===== src/rtl/fredkin_pkg.sv =====
// Shared Fredkin gate-function constants and counter types.
// Latency: none (declarations only).
// Backpressure: not applicable.
package fredkin_pkg;

    localparam logic FK_AND_TIE   = 1'b0;
    localparam logic FK_MUX_SEL_A = 1'b0;
    localparam logic FK_MUX_SEL_B = 1'b1;
    localparam int   FK_MAX_WIDTH = 16;

    typedef enum logic {
        DIR_DOWN = 1'b0,
        DIR_UP   = 1'b1
    } dir_e;

endpackage


===== src/rtl/fredkin_gate.sv =====
// Fredkin controlled-swap primitive: c passes through, a/b swap when c=1.
// Latency: combinational.
// Backpressure: not applicable.
module fredkin_gate (
    input  logic c_i,
    input  logic a_i,
    input  logic b_i,
    output logic p_o,
    output logic q_o,
    output logic r_o
);

    assign p_o = c_i;
    assign q_o = c_i ? b_i : a_i;
    assign r_o = c_i ? a_i : b_i;

endmodule


===== src/rtl/fredkin_tcell.sv =====
// One counter bit: Fredkin-gated toggle with parallel-load override, async clear.
// Latency: one clock from t/ld to q.
// Backpressure: none; ld takes priority over t.
module fredkin_tcell (
    input  logic clk,
    input  logic rst_n,
    input  logic t,
    input  logic ld,
    input  logic d,
    output logic q,
    output logic qb
);

    logic bit_q;
    logic bit_d;
    logic tgl;
    logic unused_tgl_p;
    logic unused_tgl_r;
    logic unused_ld_p;
    logic unused_ld_r;

    // Swapping q with its complement under t yields q ^ t.
    fredkin_gate u_tgl (
        .c_i (t),
        .a_i (bit_q),
        .b_i (~bit_q),
        .p_o (unused_tgl_p),
        .q_o (tgl),
        .r_o (unused_tgl_r)
    );

    fredkin_gate u_ld (
        .c_i (ld),
        .a_i (tgl),
        .b_i (d),
        .p_o (unused_ld_p),
        .q_o (bit_d),
        .r_o (unused_ld_r)
    );

    always_ff @(posedge clk or negedge rst_n) begin
        if (!rst_n) begin
            bit_q <= 1'b0;
        end else begin
            bit_q <= bit_d;
        end
    end

    assign q  = bit_q;
    assign qb = ~bit_q;

endmodule


===== src/rtl/fredkin_counter.sv =====
// Modulo-N up/down counter on a Fredkin carry/borrow chain; FREDKIN_COUNTER_SAT_EN selects saturation.
// Latency: one clock from load/en to q; tc combinational; wrap registered with q.
// Backpressure: none; load > en > hold at every edge.
module fredkin_counter
    import fredkin_pkg::*;
#(
    parameter int WIDTH   = 4,
    parameter int MODULUS = 16
) (
    input  logic             clk,
    input  logic             rst_n,
    input  logic             en,
    input  logic             up,
    input  logic             load,
    input  logic [WIDTH-1:0] din,
    output logic [WIDTH-1:0] q,
    output logic [WIDTH-1:0] qb,
    output logic             tc,
    output logic             wrap
);

    localparam logic [WIDTH-1:0] MAX_VAL = WIDTH'(MODULUS - 1);
`ifndef FREDKIN_COUNTER_SAT_EN
    // Only a full 2^WIDTH range wraps by toggling alone.
    localparam bit FULL_RANGE = (MODULUS == (1 << WIDTH));
`endif

    if (WIDTH < 2 || WIDTH > FK_MAX_WIDTH || MODULUS < 2 || MODULUS > (1 << WIDTH)) begin : g_param_check
        $error("fredkin_counter: illegal WIDTH/MODULUS combination");
    end

    dir_e             dir;
    logic             mux_sel;
    logic [WIDTH-1:0] t_chain;
    logic [WIDTH-1:1] sel_bit;
    logic [WIDTH-1:0] ld_val;
    logic [WIDTH-1:0] din_clamp;
    logic             force_ld;
    logic             at_max;
    logic             at_zero;
    logic             wrap_d;
    logic             wrap_q;

    assign dir        = up ? DIR_UP : DIR_DOWN;
    assign mux_sel    = (dir == DIR_UP) ? FK_MUX_SEL_B : FK_MUX_SEL_A;
    assign t_chain[0] = en;

    for (genvar i = 1; i < WIDTH; i++) begin : g_chain
        logic unused_mux_p;
        logic unused_mux_r;
        logic unused_and_p;
        logic unused_and_q;

        fredkin_gate u_dir (
            .c_i (mux_sel),
            .a_i (qb[i-1]),
            .b_i (q[i-1]),
            .p_o (unused_mux_p),
            .q_o (sel_bit[i]),
            .r_o (unused_mux_r)
        );

        fredkin_gate u_and (
            .c_i (t_chain[i-1]),
            .a_i (sel_bit[i]),
            .b_i (FK_AND_TIE),
            .p_o (unused_and_p),
            .q_o (unused_and_q),
            .r_o (t_chain[i])
        );
    end

    for (genvar i = 0; i < WIDTH; i++) begin : g_cell
        fredkin_tcell u_cell (
            .clk   (clk),
            .rst_n (rst_n),
            .t     (t_chain[i]),
            .ld    (force_ld),
            .d     (ld_val[i]),
            .q     (q[i]),
            .qb    (qb[i])
        );
    end

    always_comb begin
        at_max    = (q == MAX_VAL);
        at_zero   = (q == '0);
        tc        = en & ((up & at_max) | (~up & at_zero));
        din_clamp = (int'(din) < MODULUS) ? din : MAX_VAL;
`ifdef FREDKIN_COUNTER_SAT_EN
        // At the terminal value reload the same value instead of toggling past it.
        force_ld  = load | tc;
        ld_val    = load ? din_clamp : (up ? MAX_VAL : '0);
        wrap_d    = 1'b0;
`else
        force_ld  = load | (tc & ~FULL_RANGE);
        ld_val    = load ? din_clamp : (up ? '0 : MAX_VAL);
        wrap_d    = tc & ~load;
`endif
    end

    always_ff @(posedge clk or negedge rst_n) begin
        if (!rst_n) begin
            wrap_q <= 1'b0;
        end else begin
            wrap_q <= wrap_d;
        end
    end

    assign wrap = wrap_q;

endmodule


===== config.mk =====
export PLATFORM = sky130hd
export DESIGN_NAME = fredkin_counter
export DESIGN_NICKNAME = d
export VERILOG_FILES = /design/src/rtl/fredkin_pkg.sv /design/src/rtl/fredkin_gate.sv /design/src/rtl/fredkin_tcell.sv /design/src/rtl/fredkin_counter.sv
export SDC_FILE = /design/constraint.sdc
export NUM_CORES = 1
export LEC_CHECK = 0
export BUFFER_PORTS_ARGS = -buffer_cell sky130_fd_sc_hd__buf_2
export CAP_MARGIN = 25
export CORE_AREA = 2 2 39 41
export DETAILED_ROUTE_END_ITERATION = 10
export DIE_AREA = 0 0 41 43
export PLACE_DENSITY = 0.54
export SYNTH_ARGS = -nofsm -noshare
export SYNTH_HDL_FRONTEND = slang
export SYNTH_SLANG_ARGS = --single-unit

===== constraint.sdc =====
create_clock -name clk -period 2.3 [get_ports clk]
set_input_delay 0.23 -clock clk [delete_from_list [all_inputs] [get_ports clk]]
set_output_delay 0.23 -clock clk [all_outputs]
set_load 0.03 [all_outputs]

======== After elaboration in Yosys (flattened, before gate mapping) ========
Index checks and enable logic that the tools add are counted.
storage, ports and cells
  logic and storage cells ................. 38
  register bits after elaboration ......... 5
  output and inout bits ................... 10
  input port bits ......................... 9
cells by class
  reductions and logical operators ........ 5
  mux-type cells .......................... 16
  bitwise operators ....................... 11
  equal/unequal tests ..................... 1
operator list
  cell                number
  $mux 1              16
  $reduce_bool 2->1   4
  $not 1->1           6
  $and 1x1->1         4
  $eq 4x4->1 const B  1
  $logic_not 4->1     1
  $or 1x1->1          1

======== Logic depth before layout (Yosys ltp) ========
  word-level depth ........................ 8
  depth in mapped cells ................... 4
  gate-level depth less buffers ........... 3

======== Cells and area by module ========
A second synthesis with hierarchy kept.
unflattened totals
  cell total of the unflattened synthesis .. 67
  area, all modules ....................... 644.4 um^2
modules (own cells, without submodules)
  module           sequential area each (um^2)  instances  area each (um^2)  cells each
  fredkin_gate     0.0                          14         30.0              3
  fredkin_tcell    25.0                         4          28.8              2
  fredkin_counter  25.0                         1          108.9             17

======== Worst setup path before layout ========
Ideal clock, no wire load.
  kind .................................... register -> output
  start point ............................. register g_cell[0].u_cell.bit_q
  end point ............................... output tc
  setup slack ............................. 588 ps
  path buffers ............................ 1
  cell stages (with the launch flop) ...... 5
  arrival time ............................ 1,482 ps
  data required time ...................... 2,070 ps
  cells stage by stage .................... dfrtp_1 > buf_6 > or4_4 > mux2i_1 > and2_1
on the way
  word-level cells in the longest chain between the ends .. 4
  elaborated cells between the ends (all ways) .. 6
  those cells by class .................... eq/ne: 1; bitwise: 4; reduce/logical: 1
RTL lines
  what                                                  line                                          RTL
  start, declared                                       fredkin_tcell.sv:14                           logic bit_q;
  start signal, assigned                                fredkin_tcell.sv:45                           bit_q <= bit_d;
  $eq 4x4->1 / $logic_not 4->1 (equally long branches)  fredkin_counter.sv:86, fredkin_counter.sv:87
  $and 1x1->1                                           fredkin_counter.sv:88                         tc = en & ((up & at_max) | (~up & at_zero));
  $or 1x1->1 (*)                                        fredkin_counter.sv:88
  $and 1x1->1 (*)                                       fredkin_counter.sv:88
  end, declared                                         fredkin_counter.sv:18                         output logic tc,
Mark *: on every way between the ends. The rest lies on a longest branch, timed or not.

======== Worst setup path in the final report ========
Ends and elaborated chain as after synthesis.

==> results.toml <==
[outcome]
status = "finished, final reports clean"

[final_layout]
layout_common_cells = "18 x buf_2, 5 x inv_1, 5 x dfrtp_1"
n_fill_cell = 155
layout_commonest_cell = "buf_2"
synthToLayoutAreaGrowth_pct = 16.6
layout-drive-gt1-share = 0.390
diodes = 0
final_area_sq_um = 474
final_cells = 75
nets = 69

[clock_network]
clock-root-buffer = "clkbuf_4"
clkTransAtPathRegs_ns = 0.04
cts_buffers = 3
cts_tree = "yes"
cts-resized-gates = 0
clkLatencyLatePin_ns = 0.24
cts_sinks = 5
clk_path_buf_depth = 2
h-tree-depth = 1
postCtsSetupRepairBufs = 0

[drt]
drt-pass1-iter-count = 4
via_per_inst = 4.64
wire_per_inst_microns = 10.4
wl_microns = 779
drcViolationCount = 0
route.vias.total = 348
drtAntennaViolNets = 0
drt_iter0_markers = 5

[grt]
grt_max_degree = 14
grt_use_total = 0.112
overflow = 0
grt_pass1_vias = 298
grt_pass1_wl_microns = 1260
antenna_found_initial = 0

[timing]
fin_tns_setup_ns = 0
tightest_slew_ns = 0.263
relSlewSlack = 0.825
hold_viol = 0
max_freq_ghz = 0.502
hold_slack_ns = 0.201
slew_violations = 0
rsz0062_at_grt = "no"
setup-violations-final = 0
worst_clock_skew_ns = 0.00406
period_minus_slack_ns = 1.99
period_share = 0.867

[power_and_ir_drop]
switching_share = 0.381
clkPwrFrac = 0.308
power_per_cell_area_mw_per_mm2 = 698
finalPower_uw = 331
seq_power_share = 0.344
p_sw_uw = 126
p_int_uw = 205
irDropWorstVdd_mv = 0.253
comb_power_share = 0.348
power.leakage_uw = 0.000241

[synth]
synth-simple-area-share = 0.237
yosysSeqAreaShare = 0.308
synth_compound_area_frac = 0.148
synth_top_family_by_area = "buffers and inverters"
synth-xor-area-share = 0.0431
synth_seq_cells = 5
syn_inst = 47
synth_area_per_cell_sq_um = 8.65
synth.distinct_cells = 23
synth_mux_area_frac = 0.0246
syn_nets = 56
syn_area_sq_um = 407
ys.warnings.count = 0
synth-adder-area-share = 0

[floorplan]
floorplan.initialDensity = 0.294
chipHeight_microns = 43
row_count = 14
fp.dieW_microns = 41
floorplan.die_area_sq_mm = 0.00176
io_pins = 19
floorplan.core_area_sq_mm = 0.00138

[worst_setup_path]
crit_path_start_kind = "flip-flop"
crit_type = "flip-flop to output port"
max_stage_delay_ns = 0.58
arrival_ns = 1.76
crit_family = "simple AND/OR/NAND/NOR gates"
end_kind = "output port"
slowest_stage = "or4_4"
cp_num_buf_inv = 1
worstReg2RegStart = "g_cell[0].u_cell.q"
cp-startpoint = "g_cell[0].u_cell.q"
cp.required_ns = 2.07
crit_chain = "or4_4 -> mux2i_1 -> and2_1 -> buf_2"
crit_fanout = 8

[placement]
placed_cell_area_sq_um = 438
port_buffers = 18
dpl.hpwl_microns = 567
dp.cells = 70
gp_congestion = 0.662

[min_path]
min_path_type = "primary input to flip-flop"
min_from = "din[1]"

[run]
maxCapViolCount = 0
-- registers in the layout, summed over array words and instances (netlist names) --
register / cells
g_cell.u_cell.q: 4
wrap: 1
-- through the flow --
| step | util | setup slack, ns |
|---|---|---|
| 6_report | 0.343 | 0.307 |
| 3_5_place_dp | 0.316 | 0.560 |
| 2_1_floorplan | - | 0.588 |
| 3_3_place_gp | 0.316 | 0.595 |
| 4_1_cts | 0.343 | 0.292 |
| 5_1_grt | 0.343 | 0.202 |
-- worst paths after layout --
check / cells after the start / slack [ns] / endpoint
worst min-delay path: 3 / 0.20 / g_cell[1].u_cell.q
worst max-delay path: 4 / 0.31 / tc
min in group asynchronous: 2 / 0.32 / wrap
max in group asynchronous: 2 / 1.84 / g_cell[1].u_cell.q
worst min register to register: 2 / 0.63 / g_cell[3].u_cell.q
worst max register to register: 3 / 0.69 / g_cell[3].u_cell.q
-- per-layer routing --
layer	track usage	vias to the layer above	share of wire
met5	0	-	0
met4	0.0200	0	0
met3	0.0942	0	0.11
met2	0.141	17	0.45
met1	0.147	155	0.44
li1	-	176	-
-- kinds of logic after synthesis --
logic type / Yosys count
and+or+nand+nor: 16
muxes: 1
xor gates and xnor gates: 2
AOI/OAI and AO/OA: 7
DFF: 5
buffers and inverters: 16
-- cell type report --
class | instances | area, sq um | share of cell area
well taps | 16 | 20.0 | 0.0422
repair buffers | 19 | 100 | 0.211
clock buffers | 4 | 26.3 | 0.0554
multi-input cells | 26 | 184 | 0.388
flip-flops and latches | 5 | 125 | 0.264
inverters | 5 | 18.8 | 0.0396
-- power groups by stage --
stage | Sequential (uW) | Combinational, uW | Clock, uW
final | 114 | 115 | 102
after global routing | 116 | 127 | 120
after CTS | 114 | 117 | 107
after detailed placement | 115 | 115 | 0
after global placement | 114 | 116 | 0
after floorplan | 110 | 117 | 0
-- worst register-to-register path, delay by kind of cell (launching register included) --
family | cells | cell delay (ns)
compound gates | 2 | 0.50
flops | 1 | 0.46
simple gates | 1 | 0.58
-- synth_stat cells --
master,n,share of area
buf_4,8,0.15
dfrtp_1,5,0.31
inv_1,5,0.046
nand2_1,3,0.028
and2_1,2,0.031
clkbuf_1,2,0.018
nand3_1,2,0.025
nand4_1,2,0.031
nor2_1,2,0.018
nor3b_1,2,0.037
xnor2_1,2,0.043
a2111o_1,1,0.028
a211o_1,1,0.022
a211oi_1,1,0.018
a21oi_1,1,0.012
a311o_1,1,0.025
buf_6,1,0.028
mux2i_1,1,0.025
nand2b_1,1,0.015
o211ai_2,1,0.031
o21ai_0,1,0.012
or4_4,1,0.028
or4b_1,1,0.025
-- what timing repair did --
action / in CTS / in global routing
hold buffers: 1 / 0
setup endpoints to repair: 0 / 0
hold endpoints to repair: 5 / 0
Power figures use the tool's default switching activity.
